`src/rtl/mach_v_pkg.sv`:
```
// Shared core definitions: funct3 encodings for loads/stores and the store-buffer entry layout.
package mach_v_pkg;

  localparam logic [2:0] F3_LB  = 3'b000;
  localparam logic [2:0] F3_LH  = 3'b001;
  localparam logic [2:0] F3_LW  = 3'b010;
  localparam logic [2:0] F3_LBU = 3'b100;
  localparam logic [2:0] F3_LHU = 3'b101;

  localparam logic [2:0] F3_SB  = 3'b000;
  localparam logic [2:0] F3_SH  = 3'b001;
  localparam logic [2:0] F3_SW  = 3'b010;

  localparam int BE_W = 4;

  typedef struct packed {
    logic [29:0]     waddr;
    logic [31:0]     data;
    logic [BE_W-1:0] be;
  } store_entry_t;

  localparam int STORE_ENTRY_W = $bits(store_entry_t);

  function automatic logic [31:0] be_to_mask(input logic [BE_W-1:0] be);
    logic [31:0] mask;
    for (int i = 0; i < BE_W; i++) begin
      mask[8*i +: 8] = {8{be[i]}};
    end
    return mask;
  endfunction

endpackage

```
`src/rtl/store_align.sv`:
```
// Store lane alignment: places SB/SH/SW data on the addressed byte lanes and flags illegal stores.
module store_align
  import mach_v_pkg::*;
(
  input  logic [2:0]      funct3,
  input  logic [1:0]      off,
  input  logic [31:0]     wdata,
  output logic [31:0]     data,
  output logic [BE_W-1:0] be,
  output logic            misaligned
);

  // Lane shift and byte-enable generation; rejected stores leave data/be at zero.
  always_comb begin
    data       = 32'h0000_0000;
    be         = 4'b0000;
    misaligned = 1'b0;
    case (funct3)
      F3_SB: begin
        be   = 4'b0001 << off;
        data = {4{wdata[7:0]}} & be_to_mask(be);
      end
      F3_SH: begin
        if (off[0]) begin
          misaligned = 1'b1;
        end else begin
          be   = 4'b0011 << off;
          data = {16'h0000, wdata[15:0]} << {off, 3'b000};
        end
      end
      F3_SW: begin
        if (off != 2'b00) begin
          misaligned = 1'b1;
        end else begin
          be   = 4'b1111;
          data = wdata;
        end
      end
      default: misaligned = 1'b1;
    endcase
  end

endmodule

```
`src/rtl/store_buffer.sv`:
```
// In-order store FIFO between MEM stage and data memory, with misalignment rejection
// and a word-address hazard against the load currently in MEM.
module store_buffer
  import mach_v_pkg::*;
#(
  parameter int DEPTH = 4
) (
  input  logic        CLK,
  input  logic        RESETn,
  input  logic        StoreValid,
  output logic        StoreReady,
  input  logic [2:0]  Funct3M,
  input  logic [31:0] StoreAddr,
  input  logic [31:0] WriteData_in,
  output logic        StoreMisaligned,
  output logic        MemWrite,
  input  logic        MemReady,
  output logic [31:0] MemAddr,
  output logic [31:0] MemWriteData,
  output logic [3:0]  MemByteEn,
  input  logic [31:0] LoadAddr,
  output logic        LoadHazard,
  output logic        Empty
);

  localparam int PTR_W = $clog2(DEPTH);
  localparam int CNT_W = PTR_W + 1;

  logic [PTR_W-1:0] head_r;
  logic [PTR_W-1:0] tail_r;
  logic [CNT_W-1:0] count_r;
  logic [DEPTH-1:0] valid_r;
  logic             misaligned_r;
  store_entry_t     entries_r [DEPTH];

  logic [31:0]      align_data_s;
  logic [BE_W-1:0]  align_be_s;
  logic             align_mis_s;
  logic             full_s;
  logic             accept_s;
  logic             enq_s;
  logic             deq_s;
  logic             hazard_s;
  store_entry_t     head_s;

  store_align u_align (
    .funct3     (Funct3M),
    .off        (StoreAddr[1:0]),
    .wdata      (WriteData_in),
    .data       (align_data_s),
    .be         (align_be_s),
    .misaligned (align_mis_s)
  );

  // Ready looks only at the registered count, so a full buffer refuses even when memory drains.
  assign full_s     = (count_r == CNT_W'(DEPTH));
  assign StoreReady = RESETn & ~full_s;
  assign accept_s   = StoreValid & StoreReady;
  assign enq_s      = accept_s & ~align_mis_s;
  assign deq_s      = MemWrite & MemReady;

  assign head_s          = entries_r[head_r];
  assign MemWrite        = (count_r != {CNT_W{1'b0}});
  assign Empty           = ~MemWrite;
  assign MemAddr         = MemWrite ? {head_s.waddr, 2'b00} : 32'h0000_0000;
  assign MemWriteData    = MemWrite ? head_s.data : 32'h0000_0000;
  assign MemByteEn       = MemWrite ? head_s.be : 4'b0000;
  assign StoreMisaligned = misaligned_r;
  assign LoadHazard      = hazard_s;

  // Pointer, occupancy and misalignment-pulse state.
  always_ff @(posedge CLK) begin
    if (!RESETn) begin
      head_r       <= {PTR_W{1'b0}};
      tail_r       <= {PTR_W{1'b0}};
      count_r      <= {CNT_W{1'b0}};
      valid_r      <= {DEPTH{1'b0}};
      misaligned_r <= 1'b0;
    end else begin
      misaligned_r <= accept_s & align_mis_s;
      if (enq_s) begin
        tail_r          <= tail_r + PTR_W'(1);
        valid_r[tail_r] <= 1'b1;
      end
      if (deq_s) begin
        head_r          <= head_r + PTR_W'(1);
        valid_r[head_r] <= 1'b0;
      end
      case ({enq_s, deq_s})
        2'b10:   count_r <= count_r + CNT_W'(1);
        2'b01:   count_r <= count_r - CNT_W'(1);
        default: count_r <= count_r;
      endcase
    end
  end

  // Entry payload storage; validity is tracked separately so no reset is needed here.
  always_ff @(posedge CLK) begin
    if (enq_s) begin
      entries_r[tail_r] <= '{waddr: StoreAddr[31:2], data: align_data_s, be: align_be_s};
    end
  end

  // Word-address match against every valid entry, including a head that retires this cycle.
  always_comb begin
    hazard_s = 1'b0;
    for (int i = 0; i < DEPTH; i++) begin
      hazard_s = hazard_s | (valid_r[i] & ({entries_r[i].waddr, LoadAddr[1:0]} == LoadAddr));
    end
  end

endmodule

```
`config.mk`:
```
export PLATFORM = sky130hd
export DESIGN_NAME = store_buffer
export DESIGN_NICKNAME = d
export VERILOG_FILES = /design/src/rtl/mach_v_pkg.sv /design/src/rtl/store_align.sv /design/src/rtl/store_buffer.sv
export SDC_FILE = /design/constraint.sdc
export NUM_CORES = 1
export LEC_CHECK = 0
export CORE_MARGIN = 2
export CORE_UTILIZATION = 59
export CTS_CLUSTER_SIZE = 14
export DETAILED_ROUTE_END_ITERATION = 10
export PLACE_DENSITY_LB_ADDON = 0.2
export SETUP_SLACK_MARGIN = 0.1
export SYNTH_ARGS = -nofsm -noshare
export SYNTH_HDL_FRONTEND = slang
export SYNTH_SLANG_ARGS = --single-unit
export TNS_END_PERCENT = 20
```
`constraint.sdc`:
```
create_clock -name CLK -period 3.92 [get_ports CLK]
set_input_delay 0.784 -clock CLK [delete_from_list [all_inputs] [get_ports CLK]]
set_output_delay 0.784 -clock CLK [all_outputs]
set_load 0.01 [all_outputs]
```
---- After elaboration in Yosys (flattened, before gate mapping) ----
Memories as Yosys holds them, arrays and structs flattened. A register that Yosys moved wholly into a read port is not among the register bits.
Index checks and enable logic that the tools add are counted.
storage, ports and cells
  ROM bits ................................ 0
  flip-flop bits (word level) ............. 12
  memories ................................ 1
  RAM bits ................................ 264
  word-level logic and storage cells ...... 75
  input bits .............................. 103
  latch bits .............................. 0
  output and inout bits ................... 73
cells by class
  $add $sub $neg .......................... 4
  div/mod/pow operators ................... 0
  magnitude comparators ................... 4
  multipliers ............................. 0
  bitwise logic cells ..................... 19
  eq/ne operators ......................... 9
  reductions and logical operators ........ 6
  shift operators ......................... 3
  multiplexer cells ....................... 24
memory list
  memory     depth  bits a word  read ports  clocked after Yosys merged registers in  write ports  line                RTL
  entries_r  4      66           5           1                                        1            store_buffer.sv:34  store_entry_t entries_r [DEPTH];
operator list
  operator                                                            count
  2-to-1 mux 32 bit                                                   4
  equality test 30 bit                                                4
  case mux 32 bit (3 select lines)                                    1
  AND 32 bit                                                          1
  << shifter 16 x 5 -> 32 bit                                         1
  2-to-1 mux 4 bit                                                    6
  case mux 4 bit (3 select lines)                                     1
  AND 1 bit                                                           9
  less-than comparator 2 x 3 -> 1 bit (second input constant)         2
  2-to-1 mux 1 bit                                                    6
  case mux 3 bit (2 select lines)                                     1
  adder 2 x 1 -> 2 bit (second input constant)                        2
  AND 4 bit                                                           1
  demux 1 bit (select 2 bit)                                          2
  greater-or-equal comparator 2 x 1 -> 1 bit (second input constant)  2
  2-to-1 mux 2 bit                                                    2
  NOT 4 bit                                                           1
  bitwise OR 4 bit                                                    1
  nonzero test 2 bit                                                  2
  << shifter 1 x 2 -> 4 bit (first input constant)                    1
  << shifter 2 x 2 -> 4 bit (first input constant)                    1
  adder 3 x 1 -> 3 bit (second input constant)                        1
  equality test 3 x 1 -> 1 bit (second input constant)                1
  equality test 3 x 2 -> 1 bit (second input constant)                1
  other kinds (10)                                                    15

---- Depth between registers and ports, before layout ----
Gate-level depths: netlist of run 1.
  depth in word-level cells ............... 9
  mapped depth ............................ 11
  mapped depth without buffers ............ 10

---- Hierarchy ----
Synthesis of run 1 repeated with hierarchy kept, for this count alone.
unflattened totals
  cell total of the unflattened synthesis .. 729
  area, all modules ....................... 12563.3 µm²
modules (own cells, without submodules)
  module        sequential area each (µm²)  times used  area each (µm²)  cells each
  store_buffer  8207.9                      1           12060.3          670
  store_align   0.0                         1           503.0            59

---- Worst setup path before layout of run 1 ----
OpenSTA, ideal clock, no wires.
  path kind ............................... input to register
  start ................................... in Funct3M[0]
  end ..................................... mem entries_r[0][0] in the netlist's numbering, enable pin
  stages .................................. 5
  data required time ...................... 3.525 ns
  arrival ................................. 2.479 ns
  slack ................................... 1.045 ns
  library setup time ...................... 0.395 ns
  buffers on the path ..................... 1
  cells stage by stage .................... buf_6 -> o21a_1 -> o22a_1 -> nor3_4 -> and2_2
on the way
  cells in the longest elaborated chain, start to end .. 6
  elaborated cells between the ends (all ways) .. 8
  classes of those cells .................. eq/ne (2); mux (3); bitwise (2); reduce/logical (1)
RTL lines
  element                                               line                 RTL
  from (decl)                                           store_buffer.sv:12   input logic [2:0] Funct3M,
  equality test 3 x 2 -> 1 bit (tied with other cells)  store_align.sv:18    case (funct3)
  case mux 1 bit (3 select lines) (*)                   store_align.sv:18
  NOT 1 bit (*)                                         store_buffer.sv:59   assign enq_s = accept_s & ~align_mis_s;
  AND 1 bit (*)                                         store_buffer.sv:59
  2-to-1 mux 1 bit (*)                                  store_buffer.sv:99   if (enq_s) begin
  2-to-1 mux 1 bit (not written as such) (*)            store_buffer.sv:100  entries_r[tail_r] <= '{waddr: StoreAddr[31:2], data: align_data_s, be: align_be_s};
  to (decl)                                             store_buffer.sv:34
Every way passes the cells marked *; elsewhere a longest branch is shown, timed or not.

---- Worst setup path after layout of run 1 ----
  start ................................... in LoadAddr[11]
  end ..................................... out LoadHazard
on the way
  cells in the longest elaborated chain, start to end .. 5
  elaborated cells between the ends (all ways) .. 11
  classes of those cells .................. eq/ne (4); bitwise (7)
RTL lines
  element                        line                 RTL
  from (decl)                    store_buffer.sv:21   input logic [31:0] LoadAddr,
  equality test 30 bit           store_buffer.sv:108  hazard_s = hazard_s | (valid_r[i] & ({entries_r[i].waddr, LoadAddr[1:0]} == LoadAddr));
  AND 1 bit                      store_buffer.sv:108
  bitwise OR 1 bit (2 in a row)  store_buffer.sv:108
  bitwise OR 1 bit (*)           store_buffer.sv:108
  to (decl)                      store_buffer.sv:22   output logic LoadHazard,
Marked as above.

==> reports/qor.yml, run 1 <==
outcome:
  status: "finished clean"
worst_setup_path:
  end_kind: "output port"
  path_class: "primary input to output port"
  worstPathArrival_ns: 2.95
  cp_max_fo: 4
  cp_data_required_time_ns: 3.14
  critPathLaunchType: "primary input"
logic_synthesis:
  ys_types: 42
  synth_seq_area_share_pct: 65.5
  synth-edff-count: 264
  ys.flop_type: "edfxtp_1"
  netlist_area_um2: 12500
  synth-warning-count: 0
  syn_avg_cell_area_um2: 17.1
  synth_seq_cells: 278
  ys_async_sr_fraction_pct: 0
  syn_inst: 732
clock_network:
  worstSkewPairLatency_ns: 0.54
  clk_pin_slew_worst_paths_ns: 0.06
  tritoncts: "built"
  cts.sinks: 278
  cts_buffer_depth: 3
  cts_root_buf: "clkbuf_16"
  h-tree-depth: 1
  post_cts_buffers: 0
  cts_hold_buf: 0
  cts_buffers: 28
  cts_resized: 1
grt:
  grt_pass1_wl_mm: 43.3
  grt_max_degree: 54
  first_global_vias: 7731
  grtUsageTotal_pct: 26.0
  grt_overflow_total: 0
  antenna_found_initial: 1
power:
  finalPower_mw: 7.04
  vdd_ir_drop_max_mv: 0.400
  p_per_area_nw_per_um2: 450
  leakage_nw: 5.13
die:
  die_w_um: 150
  ios: 176
  row_count: 53
  start_util_pct: 59.8
  core-area_um2: 21000
  die_h_um: 150
  die-area_um2: 22400
sta:
  hold_violations: 0
  fmax_mhz: 268
  slew_viol_final: 0
  finalSetupTns_ns: 0
  final.setup.worst_slack_ns: 0.185
  worst_clock_skew_ns: 0.0176
  finalSetupViolations: 0
  min_period_ns: 3.74
  period_share_pct: 95.3
  tightest_slew_ns: 1.02
  holdWs_ns: 0.548
  grt_setup_unrepaired: "no"
  relSlewSlack_pct: 32.0
run:
  maxCapViolations: 0
final_layout:
  fin_util_pct: 74.6
  final_layout_size_suffix_gt1_share_pct: 16.7
  final_area_um2: 15600
  final_nets: 1031
  fillCellCount: 1273
  multi_input_area_um2: 4040
  syn_to_final_growth_pct: 24.9
  regArea_um2: 8210
  finalNonFillerCells: 1217
detailed_routing:
  via_count: 7229
  drtIter0Drc: 543
  avgViaCountPerCell: 5.94
  first_pass_iters: 5
  wire_per_inst_um: 23.7
  finalWirelength_mm: 28.8
  drc: 0
  postRouteAntennaNets: 0
place:
  io_buffer_count: 171
  place_congestion: 0.914
  dp.cells: 1163
  pre_cts_ws_ns: 0.121
  dp_hpwl_mm: 19.1
  placed_area_um2: 14600
hold_path:
  hold_path.class: "flop to flop"
[state kept, by name, indices dropped and copies added, names as in the netlist, named ones only]
signal	cells
entries_r	264
valid_r	4
count_r	3
head_r	2
tail_r	2
StoreMisaligned	1
[path summary, 6_finish.rpt]
kind                      from          to  slack, ns  depth (start not counted)
setup / recovery  LoadAddr[11]  LoadHazard       0.18                          7
hold / removal      count_r[2]  count_r[2]       0.55                          2
setup reg to reg    count_r[0]  count_r[2]       0.78                          8
hold reg to reg     count_r[2]  count_r[2]       0.55                          2
[cells by family (layout without fill, tap and decap cells)]
logic type | after synthesis | count (layout) | synth area share, %
DFF | 278 | 278 | 65.5
AOI/OAI and AO/OA | 37 | 37 | 2.63
buffers and inverters | 65 | 272 | 2.34
muxes | 67 | 67 | 12.0
adders and majority gates | 10 | 10 | 1.06
other | 1 | 4 | 0.0299
xor gates and xnor gates | 125 | 125 | 8.74
and+or+nand+nor | 149 | 149 | 7.70
[layer usage]
layer,routed length [um],GRT usage (%),vias to the layer above,part of all wire [%]
met5,0,0,-,0
met4,873,8.35,0,3.0
met3,2440,4.30,62,8.5
met2,14900,45.9,338,52
met1,10600,33.1,3638,37
li1,-,-,3191,-
[cell usage after synthesis (5+ instances only)]
library cell,number,share of area (%)
clkbuf_1,26,0.78
nand2_1,5,0.15
buf_2,8,0.32
xnor2_1,80,5.6
inv_1,18,0.54
dfxtp_1,14,2.2
a222oi_1,8,0.64
mux4_2,66,12
buf_4,6,0.36
a22o_1,16,1.1
edfxtp_1,264,63
ha_1,9,0.90
nor4_1,16,0.80
xor2_1,45,3.1
and2_1,81,4.0
nand4_1,25,1.2
[where the power goes]
group          internal [mW]  switching (mW)  leakage [nW]  total, mW
Clock                   1.73            1.09         0.480       2.83
Sequential              3.26          0.0151          2.53       3.28
Combinational          0.509           0.423          2.12      0.932
Total                   5.51            1.53          5.13       7.04
[area by class of cell]
| type | count | share of cell area [%] |
|---|---|---|
| repair buffers | 202 | 12.7 |
| clock buffers | 30 | 4.66 |
| clock inverters | 22 | 1.66 |
| diodes | 2 | 0.0320 |
| well taps | 275 | 2.20 |
| multi-input cells | 390 | 25.8 |
| inverters | 18 | 0.432 |
| flip-flops and latches | 278 | 52.5 |
[critical path, stage by stage]
cell	delay, ns
clkdlybuf4s50_1	0.61
xnor2_1	0.17
nand4_1	0.18
nor4_2	0.39
nand4_1	0.12
nand4_1	0.14
clkdlybuf4s50_1	0.55
[cells in the final DEF (no fill, tap or decap), types with 6 or more instances in the layout]
cell type and instances:
a222oi_1 8, a22o_1 16, and2_1 81, buf_4 28
bufinv_16 6, clkbuf_16 29, clkdlybuf4s50_1 171, clkinv_1 8
dfxtp_1 12, edfxtp_1 264, ha_1 9, inv_1 18
mux4_2 66, nand4_1 25, nor4_1 14, xnor2_1 80
xor2_1 45
Power figures use the tool's default switching activity.
==> run 2: changes to the inputs <==
--- a/config.mk
+++ b/config.mk
@@ -11,6 +11,7 @@
 export DETAILED_ROUTE_END_ITERATION = 10
 export PLACE_DENSITY_LB_ADDON = 0.2
 export SETUP_SLACK_MARGIN = 0.1
+export SLEW_MARGIN = 10
 export SYNTH_ARGS = -nofsm -noshare
 export SYNTH_HDL_FRONTEND = slang
 export SYNTH_SLANG_ARGS = --single-unit
==> results of run 2 <==
No change in the layout: final DEF, timing and power equal those of run 1.
